$ cat src/rtl/apb_sched_pkg.sv
// apb_sched_pkg: shared types and constants for the APB request scheduler.
// Holds the FSM state encoding, default slave windows and slave indices.
package apb_sched_pkg;

   typedef enum logic [1:0] {
      ST_IDLE,
      ST_ISSUE,
      ST_WAIT,
      ST_RESP
   } state_t;

   localparam int unsigned DEF_REGION_BITS = 12;
   localparam logic [31:0] DEF_GPIO_BASE   = 32'h0000_0000;
   localparam logic [31:0] DEF_UART_BASE   = 32'h0000_1000;

   localparam int unsigned GPIO_IDX = 0;
   localparam int unsigned UART_IDX = 1;

endpackage

$ cat src/rtl/rr_arbiter.sv
// rr_arbiter: N-way round-robin grant with a rotating priority pointer.
// Ports: clk_i/rst_i (sync, active high), req_i, adv_i (grant taken),
//        gnt_o (one-hot), idx_o (encoded winner).
module rr_arbiter #(
   parameter  int unsigned N  = 2,
   localparam int unsigned IW = (N > 1) ? $clog2(N) : 1
) (
   input  logic          clk_i,
   input  logic          rst_i,
   input  logic [N-1:0]  req_i,
   input  logic          adv_i,
   output logic [N-1:0]  gnt_o,
   output logic [IW-1:0] idx_o
);

   logic [IW-1:0] ptr_q;
   logic [IW-1:0] ptr_d;
   logic [IW-1:0] k;
   logic          found;

   // First requester at or after the pointer, wrapping upward.
   always_comb begin
      gnt_o = '0;
      idx_o = '0;
      found = 1'b0;
      k     = '0;
      for (int unsigned o = 0; o < N; o++) begin
         k = IW'((32'(ptr_q) + o) % N);
         if (!found && req_i[k]) begin
            found    = 1'b1;
            gnt_o[k] = 1'b1;
            idx_o    = k;
         end
      end
   end

   always_comb begin
      ptr_d = ptr_q;
      if (adv_i) begin
         ptr_d = (idx_o == IW'(N - 1)) ? '0 : idx_o + 1'b1;
      end
   end

   always_ff @(posedge clk_i) begin
      if (rst_i) begin
         ptr_q <= '0;
      end else begin
         ptr_q <= ptr_d;
      end
   end

endmodule

$ cat src/rtl/apb_req_scheduler.sv
// apb_req_scheduler: shares one APB_bus command port among REQ_NUM requesters.
// Ports: req_* (requester side), rsp_* (shared response), *_in/Transfer
//        (APB_bus command), PENABLE/PREADY/DATA_out/SLVERR_out (monitor).
module apb_req_scheduler
   import apb_sched_pkg::*;
#(
   parameter int unsigned DATA_WIDTH   = 32,
   parameter int unsigned ADDR_WIDTH   = 32,
   parameter int unsigned STROBE_WIDTH = 4,
   parameter int unsigned SLAVES_NUM   = 2,
   parameter int unsigned REQ_NUM      = 2,
   parameter int unsigned REGION_BITS  = DEF_REGION_BITS,
   parameter logic [ADDR_WIDTH-1:0] GPIO_BASE = DEF_GPIO_BASE,
   parameter logic [ADDR_WIDTH-1:0] UART_BASE = DEF_UART_BASE
) (
   input  logic                            PCLK,
   input  logic                            PRESET,
   input  logic [REQ_NUM-1:0]              req_valid,
   output logic [REQ_NUM-1:0]              req_ready,
   input  logic [REQ_NUM*ADDR_WIDTH-1:0]   req_addr,
   input  logic [REQ_NUM*DATA_WIDTH-1:0]   req_wdata,
   input  logic [REQ_NUM-1:0]              req_write,
   input  logic [REQ_NUM*STROBE_WIDTH-1:0] req_strb,
   input  logic [REQ_NUM*3-1:0]            req_prot,
   output logic [REQ_NUM-1:0]              rsp_valid,
   output logic [DATA_WIDTH-1:0]           rsp_rdata,
   output logic                            rsp_err,
   output logic [ADDR_WIDTH-1:0]           ADDR_in,
   output logic [DATA_WIDTH-1:0]           DATA_in,
   output logic [2:0]                      PROT_in,
   output logic [SLAVES_NUM-1:0]           SEL_in,
   output logic [STROBE_WIDTH-1:0]         STROB_in,
   output logic                            WRITE_in,
   output logic                            Transfer,
   input  logic                            PENABLE,
   input  logic                            PREADY,
   input  logic [DATA_WIDTH-1:0]           DATA_out,
   input  logic                            SLVERR_out
);

   localparam int unsigned IDXW = (REQ_NUM > 1) ? $clog2(REQ_NUM) : 1;

   logic [REQ_NUM-1:0]      gnt;
   logic [IDXW-1:0]         gidx;
   logic                    grant_en;
   logic                    busy;

   logic [ADDR_WIDTH-1:0]   g_addr;
   logic [DATA_WIDTH-1:0]   g_wdata;
   logic [STROBE_WIDTH-1:0] g_strb;
   logic [2:0]              g_prot;
   logic                    g_write;
   logic [SLAVES_NUM-1:0]   g_sel;

   state_t                  state_q;
   logic [IDXW-1:0]         own_q;
   logic [ADDR_WIDTH-1:0]   addr_q;
   logic [DATA_WIDTH-1:0]   wdata_q;
   logic [STROBE_WIDTH-1:0] strb_q;
   logic [2:0]              prot_q;
   logic                    write_q;
   logic [SLAVES_NUM-1:0]   sel_q;
   logic [DATA_WIDTH-1:0]   rdata_q;
   logic                    err_q;

   assign grant_en = (state_q == ST_IDLE) && (|req_valid) && !PRESET;

   rr_arbiter #(.N(REQ_NUM)) u_arb (
      .clk_i (PCLK),
      .rst_i (PRESET),
      .req_i (req_valid),
      .adv_i (grant_en),
      .gnt_o (gnt),
      .idx_o (gidx)
   );

   assign req_ready = grant_en ? gnt : '0;

   // Winner's fields and the window it falls in.
   always_comb begin
      g_addr  = req_addr[int'(gidx)*ADDR_WIDTH +: ADDR_WIDTH];
      g_wdata = req_wdata[int'(gidx)*DATA_WIDTH +: DATA_WIDTH];
      g_strb  = req_strb[int'(gidx)*STROBE_WIDTH +: STROBE_WIDTH];
      g_prot  = req_prot[int'(gidx)*3 +: 3];
      g_write = req_write[gidx];
      g_sel   = '0;
      g_sel[GPIO_IDX] = g_addr[ADDR_WIDTH-1:REGION_BITS] ==
                        GPIO_BASE[ADDR_WIDTH-1:REGION_BITS];
      g_sel[UART_IDX] = g_addr[ADDR_WIDTH-1:REGION_BITS] ==
                        UART_BASE[ADDR_WIDTH-1:REGION_BITS];
   end

   always_ff @(posedge PCLK) begin
      if (PRESET) begin
         state_q <= ST_IDLE;
         own_q   <= '0;
         addr_q  <= '0;
         wdata_q <= '0;
         strb_q  <= '0;
         prot_q  <= '0;
         write_q <= 1'b0;
         sel_q   <= '0;
         rdata_q <= '0;
         err_q   <= 1'b0;
      end else begin
         unique case (state_q)
            ST_IDLE: begin
               if (|req_valid) begin
                  own_q   <= gidx;
                  addr_q  <= g_addr;
                  // Reads present zero data and strobes on the bus.
                  wdata_q <= g_write ? g_wdata : '0;
                  strb_q  <= g_write ? g_strb : '0;
                  prot_q  <= g_prot;
                  write_q <= g_write;
                  sel_q   <= g_sel;
                  rdata_q <= '0;
                  if (|g_sel) begin
                     err_q   <= 1'b0;
                     state_q <= ST_ISSUE;
                  end else begin
                     err_q   <= 1'b1;
                     state_q <= ST_RESP;
                  end
               end
            end
            ST_ISSUE: begin
               state_q <= ST_WAIT;
            end
            ST_WAIT: begin
               if (PENABLE && PREADY) begin
                  rdata_q <= write_q ? '0 : DATA_out;
                  err_q   <= SLVERR_out;
                  state_q <= ST_RESP;
               end
            end
            ST_RESP: begin
               state_q <= ST_IDLE;
            end
         endcase
      end
   end

   assign busy     = (state_q == ST_ISSUE) || (state_q == ST_WAIT);
   assign Transfer = (state_q == ST_ISSUE);
   assign SEL_in   = busy ? sel_q : '0;
   assign ADDR_in  = addr_q;
   assign DATA_in  = wdata_q;
   assign PROT_in  = prot_q;
   assign STROB_in = strb_q;
   assign WRITE_in = write_q;

   always_comb begin
      rsp_valid = '0;
      if (state_q == ST_RESP) begin
         rsp_valid[own_q] = 1'b1;
      end
   end

   assign rsp_rdata = (state_q == ST_RESP) ? rdata_q : '0;
   assign rsp_err   = (state_q == ST_RESP) && err_q;

endmodule

$ cat config.mk
export PLATFORM = sky130hd
export DESIGN_NAME = apb_req_scheduler
export DESIGN_NICKNAME = d
export VERILOG_FILES = /design/src/rtl/apb_sched_pkg.sv /design/src/rtl/rr_arbiter.sv /design/src/rtl/apb_req_scheduler.sv
export SDC_FILE = /design/constraint.sdc
export NUM_CORES = 1
export LEC_CHECK = 0
export CORE_MARGIN = 5
export CORE_UTILIZATION = 37
export DETAILED_ROUTE_END_ITERATION = 8
export GPL_TIMING_DRIVEN = 0
export PLACE_DENSITY = 0.87
export SLEW_MARGIN = 30
export SYNTH_ARGS = -nofsm -noshare
export SYNTH_HDL_FRONTEND = slang
export SYNTH_SLANG_ARGS = --single-unit
$ cat constraint.sdc
create_clock -name PCLK -period 2.14 [get_ports PCLK]
set_clock_uncertainty 0.05 [all_clocks]
set_input_delay 0.428 -clock PCLK [delete_from_list [all_inputs] [get_ports PCLK]]
set_output_delay 0.428 -clock PCLK [all_outputs]
set_load 0.02 [all_outputs]
Word level (Yosys, flattened, before mapping) --
Cells that the tools add are included.
Operators by class: add/sub/neg operators 2, $mul 1, $lt $le $gt $ge 7, equality and inequality tests 6, shifts and indexed selects 4, multiplexer cells 36, bitwise logic cells 1, reductions and logical operators 19
Operator list (number):
- $mux W32 | 5
- $shiftx A64 B7 Y32 | 2
- $pmux W32 S2 | 1
- $eq A20 B1 Y1 const B | 1
- $logic_not A20 Y1 | 1
- $mux W1 | 16
- $mux W2 | 8
- $logic_and A1 B1 Y1 | 8
- $lt A1 B2 Y1 const B | 4
- $pmux W2 S4 | 1
- $shiftx A8 B4 Y4 | 1
- $shiftx A6 B4 Y3 | 1
- $eq A2 B2 Y1 const B | 2
- $mux W4 | 1
- $reduce_and A2 Y1 | 2
- $reduce_or A2 Y1 | 2
- $demux W1 S1 | 3
- $ge A1 B1 Y1 const B | 3
- $mul A1 B2 Y3 const B | 1
- $reduce_and A3 Y1 | 1
- $add A1 B1 Y1 const B | 2
- $eq A2 B1 Y1 const B | 1
- $logic_not A1 Y1 | 2
- $logic_not A2 Y1 | 1
- 6 further kinds | 6
Storage, ports and cells: register bits after elaboration 111, output and inout bits 112, logic and storage cells 87

Depth between registers and ports, before layout --
Gate-level depths: netlist of the first run.
depth after elaboration 12, depth in mapped cells 9, gate-level depth less buffers 7

Hierarchy --
A second synthesis of the first run with hierarchy kept.
Second synthesis, totals: cells, all modules 572, area, all modules 5152.4 um^2
By module, submodules not included:
- apb_req_scheduler | times used 1, cells an instance 565, area each 5077.4 um^2, sequential area each 2202.1 um^2
- rr_arbiter | times used 1, cells an instance 7, area each 75.1 um^2, sequential area each 20.0 um^2

Least setup slack after synthesis of the first run --
OpenSTA, ideal clock, no wires.
path kind reg2out, from register state_q[0], to output port req_ready[1], data arrival time 1.474 ns, required time 1.662 ns, setup slack 0.188 ns, stages on the path, launching flop included 7, path through dfxtp_1 inv_1 ha_1 o21ai_0 or2_1 clkbuf_1 nor2_1
On the way: longest elaborated chain between the ends 4
RTL lines:
- start, declared | line apb_req_scheduler.sv:55 | state_t state_q;
- start signal, assigned | line apb_req_scheduler.sv:95 | state_q <= ST_IDLE;
- start signal, assigned | line apb_req_scheduler.sv:120 | state_q <= ST_ISSUE;
- start signal, assigned | line apb_req_scheduler.sv:123 | state_q <= ST_RESP;
- $logic_not A2 Y1 | line apb_req_scheduler.sv:66 | assign grant_en = (state_q == ST_IDLE) && (|req_valid) && !PRESET;
- $logic_and A1 B1 Y1 (2 in series) | line apb_req_scheduler.sv:66
- $mux W2 | line apb_req_scheduler.sv:77 | assign req_ready = grant_en ? gnt : '0;
- end, declared | line apb_req_scheduler.sv:19 | output logic [REQ_NUM-1:0] req_ready,
No other way between the ends.

Final worst setup path of the first run --
from register state_q[1], to output port req_ready[1]
The elaborated chain is that of the path after synthesis.

==> results of run 1 <==
==> through the flow <==
step                      hold slack, ps   util  cells
after CTS                            400  0.660   1038
after detailed placement             389  0.627   1020
final                                396  0.657   1041
after global routing                 419  0.657   1041
after global placement               383  0.627   1020
after floorplan                      377      -    554
==> synthesized netlist by cell type (all sizes together) <==
| cell | number | share of area |
|---|---|---|
| and3 | 1 | 0.0013 |
| buf | 20 | 0.022 |
| nor3b | 1 | 0.0016 |
| mux2 | 1 | 0.0024 |
| nand2b | 1 | 0.0013 |
| o22ai | 1 | 0.0013 |
| nor2b | 3 | 0.0039 |
| o21ai | 72 | 0.076 |
| nor4 | 6 | 0.0078 |
| nand3 | 32 | 0.033 |
| a211oi | 1 | 0.0026 |
| or2 | 2 | 0.0026 |
| a21oi | 35 | 0.037 |
| nor3 | 2 | 0.0021 |
| dfxtp | 111 | 0.46 |
| a21boi | 1 | 0.0039 |
| nor2 | 10 | 0.0078 |
| and2 | 37 | 0.048 |
| a32o | 1 | 0.0021 |
| inv | 3 | 0.0024 |
| a21o | 4 | 0.0063 |
| o32ai | 1 | 0.0018 |
| ha | 4 | 0.010 |
| a22o | 1 | 0.0018 |
| a22oi | 1 | 0.0016 |
| nand2 | 105 | 0.082 |
| nand4 | 2 | 0.0026 |
| or3 | 1 | 0.0013 |
| nand4b | 2 | 0.0037 |
| clkbuf | 21 | 0.016 |
| mux2i | 71 | 0.15 |
==> cells by family (layout without fill, tap and decap cells) <==
kind of cell	Yosys count	after routing	share of synthesized area
buffers and inverters	44	358	0.0408
other	0	1	0
AOI/OAI and AO/OA	118	118	0.134
DFF	111	111	0.464
adders and majority gates	4	4	0.0104
and+or+nand+nor	205	205	0.200
muxes	72	72	0.151
==> worst max-delay path by stage <==
stage	endpoint	startpoint	cells past startpoint	slack, ps
floorplan	req_ready[1]	state_q[0]	6	190
global placement	req_ready[1]	req_valid[1]	6	-880
detailed placement	req_ready[1]	req_valid[1]	6	-920
CTS	rsp_rdata[8]	state_q[0]	4	20
global route	req_ready[1]	state_q[1]	6	9
finish	req_ready[1]	state_q[1]	6	80
==> worst max-delay path: stages (launching register included) <==
cell and delay (ps):
dfxtp_2 350, inv_2 90, ha_4 160, o21ai_2 70, or2_4 270, nor2_2 140, buf_4 160
==> power groups by stage <==
| stage | Clock [mW] | Sequential [mW] | Combinational [mW] |
|---|---|---|---|
| CTS | 1.97 | 2.71 | 3.24 |
| finish | 1.93 | 2.71 | 3.27 |
| detailed placement | 0 | 2.74 | 3.15 |
| global placement | 0 | 2.71 | 3.11 |
| global route | 2.08 | 2.76 | 3.52 |
| floorplan | 0 | 3.06 | 1.33 |
==> per-layer routing <==
| metal | share of wire | GRT usage |
|---|---|---|
| met1 | 0.37 | 0.247 |
| met2 | 0.50 | 0.401 |
| met3 | 0.11 | 0.0836 |
| met4 | 0.026 | 0.0851 |
| met5 | 0 | 0 |
==> flip-flops by register name (all words and copies together), names as in the netlist <==
| name | cells |
|---|---|
| ADDR_in | 32 |
| DATA_in | 32 |
| rdata_q | 32 |
| STROB_in | 4 |
| PROT_in | 3 |
| sel_q | 2 |
| state_q | 2 |
| WRITE_in | 1 |
| err_q | 1 |
| own_q | 1 |
| u_arb.ptr_q | 1 |
==> layout by cell type, fill, tap and decap left out, types with 4 or more instances in the layout <==
cell	instances
a21oi_1	35
dfxtp_1	109
buf_2	17
nand2_1	104
buf_4	7
nor2_1	8
clkdlybuf4s15_1	6
and2_1	37
clkbuf_2	19
nor4_1	6
nand3_1	32
clkdlybuf4s15_2	6
clkbuf_16	9
mux2i_1	71
o21ai_1	12
o21ai_0	58
clkdlybuf4s50_1	253
clkbuf_1	15
a21o_1	4
dlygate4sd2_1	10
==> final cells by class <==
type | instances | area (um2) | area share
timing repair buffer | 299 | 2900 | 0.348
multi-input combinational | 399 | 2420 | 0.291
sequential | 111 | 2220 | 0.267
clock buffer | 10 | 239 | 0.0287
tap | 172 | 215 | 0.0258
buffer | 40 | 208 | 0.0249
clock inverter | 6 | 108 | 0.0129
inverter | 3 | 11.3 | 0.00135
antenna | 1 | 2.50 | 0.000300
==> what timing repair did <==
item,in CTS,in global routing
endpoints found under the hold margin,0,0
pin swaps,4,2
endpoints found under the setup margin,101,65
buffers inserted,3,2
gates resized for setup,96,36
==> results.json, run 1 <==
{
  "status": "finished clean",
  "number_of_nets_in_the_layout": 1050,
  "r2r_end": "rdata_q[11]",
  "detailroute.via_count": 5042,
  "floorplan.die.height_um": 124,
  "hold_path_depth": 2,
  "cts_max_level": 3,
  "power.clock.fraction": 0.245,
  "port-buffer-count": 294,
  "final.fill_count": 1077,
  "totalNegativeSetupSlack_ps": 0,
  "cts.root.buffer_cell": "clkbuf_16",
  "timing.slew.headroom": 0.644,
  "period_needed_ps": 2060,
  "design.die.area_mm2": 0.0153,
  "rsz_0062_raised_after_global_routing": "no",
  "cts_tree": "built",
  "worst_supply_voltage_drop_on_vdd_uv": 587,
  "postSynthAreaPerCell_um2": 8.65,
  "drt_drc_violations_left": 0,
  "tritoncts_num_sinks": 111,
  "design_power_total_mw": 7.91,
  "grt_antenna_before_repair": 1,
  "gpl.final_weighted_congestion": 0.886,
  "p_comb_frac": 0.413,
  "placed_area_mm2": 0.00795,
  "grt_use_total": 0.227,
  "avgViaCountPerCell": 4.84,
  "timing.setup.critical_path_class": "reg2out",
  "clock_latency_on_the_worst_skew_pair_ps": 340,
  "die_w_um": 124,
  "fin_crit_sh": 0.963,
  "netlist_instances": 554,
  "route.detailed.wl_per_inst_um": 17.2,
  "synth_seq_cells": 111,
  "r2r.worst_path.cells": 7,
  "worst_slew_pin_slew_ps": 534,
  "final_layout_size_suffix_gt1_frac": 0.100,
  "detail_route.wirelength_um": 17900,
  "globalRouteOverflowTotal": 0,
  "cts.hold.buffers_added": 0,
  "place_hpwl_um": 14500,
  "max_cap_viol_count": 0,
  "critical_path_required_ps": 1660,
  "synthToLayoutAreaGrowth_pct": 73.9,
  "stdcell_area_mm2": 0.00833,
  "max_fanout_on_critical_path": 4,
  "total_core_area_mm2": 0.0127,
  "floorplan.initialDensity": 0.378,
  "worst_setup_path_end_kind": "output port",
  "cts-buffers-inserted": 9,
  "data_arrival_time_of_the_critical_path_ps": 1580,
  "holdPathEnd": "ADDR_in[23]",
  "sequential_element_share_of_the_synthesized_area": 0.464,
  "pin_count_of_the_biggest_net_entering_global_routing": 18,
  "synth_fp_nets": 741,
  "total_count_of_hold_check_failures_in_the_final_report": 0,
  "fin_ws_ps": 80.0,
  "critical_path.reg2reg.startpoint": "state_q[0]",
  "synth-warning-count": 0,
  "tritonroute_pass_1_iters": 4,
  "pin_count": 295,
  "pre_cts_ws_ps": -919,
  "first_global_vias": 5092,
  "postRouteAntennaNets": 0,
  "mappedNetlistArea_mm2": 0.00479,
  "netSwitchingPower_mw": 2.79,
  "swShare": 0.353,
  "drv_slew": 0,
  "detailedRoute.firstIterationViolations": 210,
  "reg2reg_setup_slack_ps": 160,
  "fmax_ghz": 0.485,
  "power.density_cell_area_mw_per_mm2": 949,
  "row_count": 41,
  "grt_pass1_wl_um": 26600,
  "power.static_leakage_nw": 3.45,
  "hp-start": "ADDR_in[23]",
  "p_seq_frac": 0.342,
  "power_report.internal_total_mw": 5.12,
  "post_synth_num_cell_types": 34,
  "min-delay-path-class": "reg2reg",
  "clock_path_buffers": 2,
  "cp-start-kind": "register",
  "setup_viol": 0,
  "clk_pin_slew_worst_paths_ps": 70
}
(Power assumes the default switching activity.)
==> run 2: changes to the inputs <==
Settings changed: CORE_UTILIZATION 37 to 40, CTS_CLUSTER_SIZE set to 16, PLACE_DENSITY 0.87 to 0.86.
Clock period 2.14 ns to 2.6 ns, I/O delays scaled along.
==> run 2 against run 1 <==
Against the previous run: cell area decreased by 1.1%; die area decreased by 6.9%; non-clock buffer count decreased by 5; critical endpoint is now req_ready[0].
==> results.json, run 2 (same netlist as run 1, synthesis figures left out) <==
{
  "power.density_cell_area_mw_per_mm2": 740,
  "max_cap_viol_count": 0,
  "final_layout_size_suffix_gt1_frac": 0.0534,
  "timing.slew.headroom": 0.613,
  "detailroute.via_count": 4961,
  "clock_path_buffers": 2,
  "clock_latency_on_the_worst_skew_pair_ps": 340,
  "detail_route.wirelength_um": 17300,
  "min-delay-path-class": "reg2reg",
  "postRouteAntennaNets": 0,
  "p_seq_frac": 0.365,
  "die_w_um": 119,
  "swShare": 0.363,
  "design.die.area_mm2": 0.0143,
  "rsz_0062_raised_after_global_routing": "no",
  "p_comb_frac": 0.425,
  "total_core_area_mm2": 0.0119,
  "crit_path_start": "req_valid[0]",
  "final_cell_mix": "clkdlybuf4s50_1, dfxtp_1, nand2_1",
  "clk_pin_slew_worst_paths_ps": 70,
  "timing.setup.critical_path_class": "in2out",
  "pin_count_of_the_biggest_net_entering_global_routing": 16,
  "place_hpwl_um": 13900,
  "tritoncts_num_sinks": 111,
  "stdcell_count": 1009,
  "first_global_vias": 5038,
  "total_count_of_hold_check_failures_in_the_final_report": 0,
  "critical_path.reg2reg.startpoint": "state_q[1]",
  "power.static_leakage_nw": 3.51,
  "worst_slew_pin_slew_ps": 580,
  "detailedRoute.firstIterationViolations": 264,
  "cts_tree": "built",
  "port-buffer-count": 294,
  "pin_count": 295,
  "dpl.cell_count": 995,
  "cp_capture_point": "req_ready[0]",
  "grt_use_total": 0.234,
  "data_arrival_time_of_the_critical_path_ps": 1980,
  "final_core_util": 0.695,
  "row_count": 40,
  "critical_path_required_ps": 2030,
  "totalNegativeSetupSlack_ps": 0,
  "worst_supply_voltage_drop_on_vdd_uv": 318,
  "critical-path-slowest-cell": "clkdlybuf4s50_1",
  "drt_drc_violations_left": 0,
  "fin_crit_sh": 0.979,
  "number_of_nets_in_the_layout": 1045,
  "period_needed_ps": 2550,
  "route.detailed.wl_per_inst_um": 17.2,
  "floorplan.initialDensity": 0.404,
  "r2r.worst_path.cells": 8,
  "gpl.final_weighted_congestion": 0.883,
  "synthToLayoutAreaGrowth_pct": 72.1,
  "worst_setup_path_end_kind": "output port",
  "setup_viol": 0,
  "status": "finished clean",
  "power_report.internal_total_mw": 3.88,
  "cts-buffers-inserted": 9,
  "tritonroute_pass_1_iters": 4,
  "cts.hold.buffers_added": 0,
  "reg2reg_setup_slack_ps": 550,
  "layout_commonest_cell": "clkdlybuf4s50_1",
  "fmax_ghz": 0.393,
  "grt_antenna_before_repair": 1,
  "cts.root.buffer_cell": "clkbuf_16",
  "netSwitchingPower_mw": 2.21,
  "drv_slew": 0,
  "path_cells": "clkdlybuf4s50_1, inv_1, o21ai_4, buf_6, and2_1, clkdlybuf4s15_2",
  "cp-start-kind": "input pin",
  "grt_pass1_wl_um": 26200,
  "r2r_end": "DATA_in[31]",
  "globalRouteOverflowTotal": 0,
  "avgViaCountPerCell": 4.92,
  "floorplan.die.height_um": 119,
  "cts_max_level": 3,
  "max_fanout_on_critical_path": 10,
  "critical-path-max-stage-delay_ps": 530,
  "power.clock.fraction": 0.210
}
==> run 2: what timing repair did <==
action                                 in CTS  in global routing
setup endpoints to repair                  32                 16
gates cloned                                0                  0
buffers inserted                            0                  0
endpoints found under the hold margin       0                  0
resized for setup                          21                 14
==> run 2: per-stage QoR <==
stage	cell area [um2]	power, mW	hold WS, ps	setup slack (ps)
2_1_floorplan	4790	3.62	377	556
3_3_place_gp	7920	4.79	383	-563
3_5_place_dp	7920	4.83	390	-568
4_1_cts	8210	6.15	398	18.6
5_1_grt	8240	6.46	418	8.58
6_report	8240	6.10	397	54.3
==> run 2: power by group through the flow <==
stage | registers (mW) | logic [mW] | clock network [mW]
after floorplan | 2.52 | 1.09 | 0
after global placement | 2.24 | 2.56 | 0
after detailed placement | 2.25 | 2.58 | 0
after CTS | 2.22 | 2.60 | 1.32
after global routing | 2.27 | 2.82 | 1.38
final | 2.23 | 2.59 | 1.28
==> run 2: routing by layer <==
| layer | track usage | share of wire | vias to the layer above |
|---|---|---|---|
| met4 | 0.0880 | 0.025 | 0 |
| met1 | 0.252 | 0.38 | 2225 |
| met2 | 0.412 | 0.49 | 209 |
| li1 | - | - | 2502 |
| met5 | 0 | 0 | - |
| met3 | 0.0950 | 0.10 | 25 |
==> run 2: layout make-up <==
type,instances,area [um2]
tap,147,184
clock inverter,1,5.00
timing repair buffer,294,2960
multi-input combinational,399,2400
clock buffer,13,260
buffer,40,196
sequential,111,2220
inverter,3,11.3
fill,965,3620
antenna,1,2.50
==> run 2: how the worst min path moves through the flow <==
| stage | startpoint | end | slack (ps) | depth (start not counted) |
|---|---|---|---|---|
| floorplan | rdata_q[0] | rdata_q[0] | 380 | 2 |
| finish | rdata_q[4] | rdata_q[4] | 400 | 2 |
| detailed placement | ADDR_in[2] | ADDR_in[2] | 390 | 2 |
| global placement | DATA_in[26] | DATA_in[26] | 380 | 2 |
| CTS | rdata_q[20] | rdata_q[20] | 400 | 2 |
| global route | rdata_q[28] | rdata_q[28] | 420 | 2 |
==> run 2: worst max-delay path: cells and delay by family <==
family / cells / cell delay [ps]
compound gates: 1 / 210
buf+inv: 4 / 1090
simple gates: 1 / 160
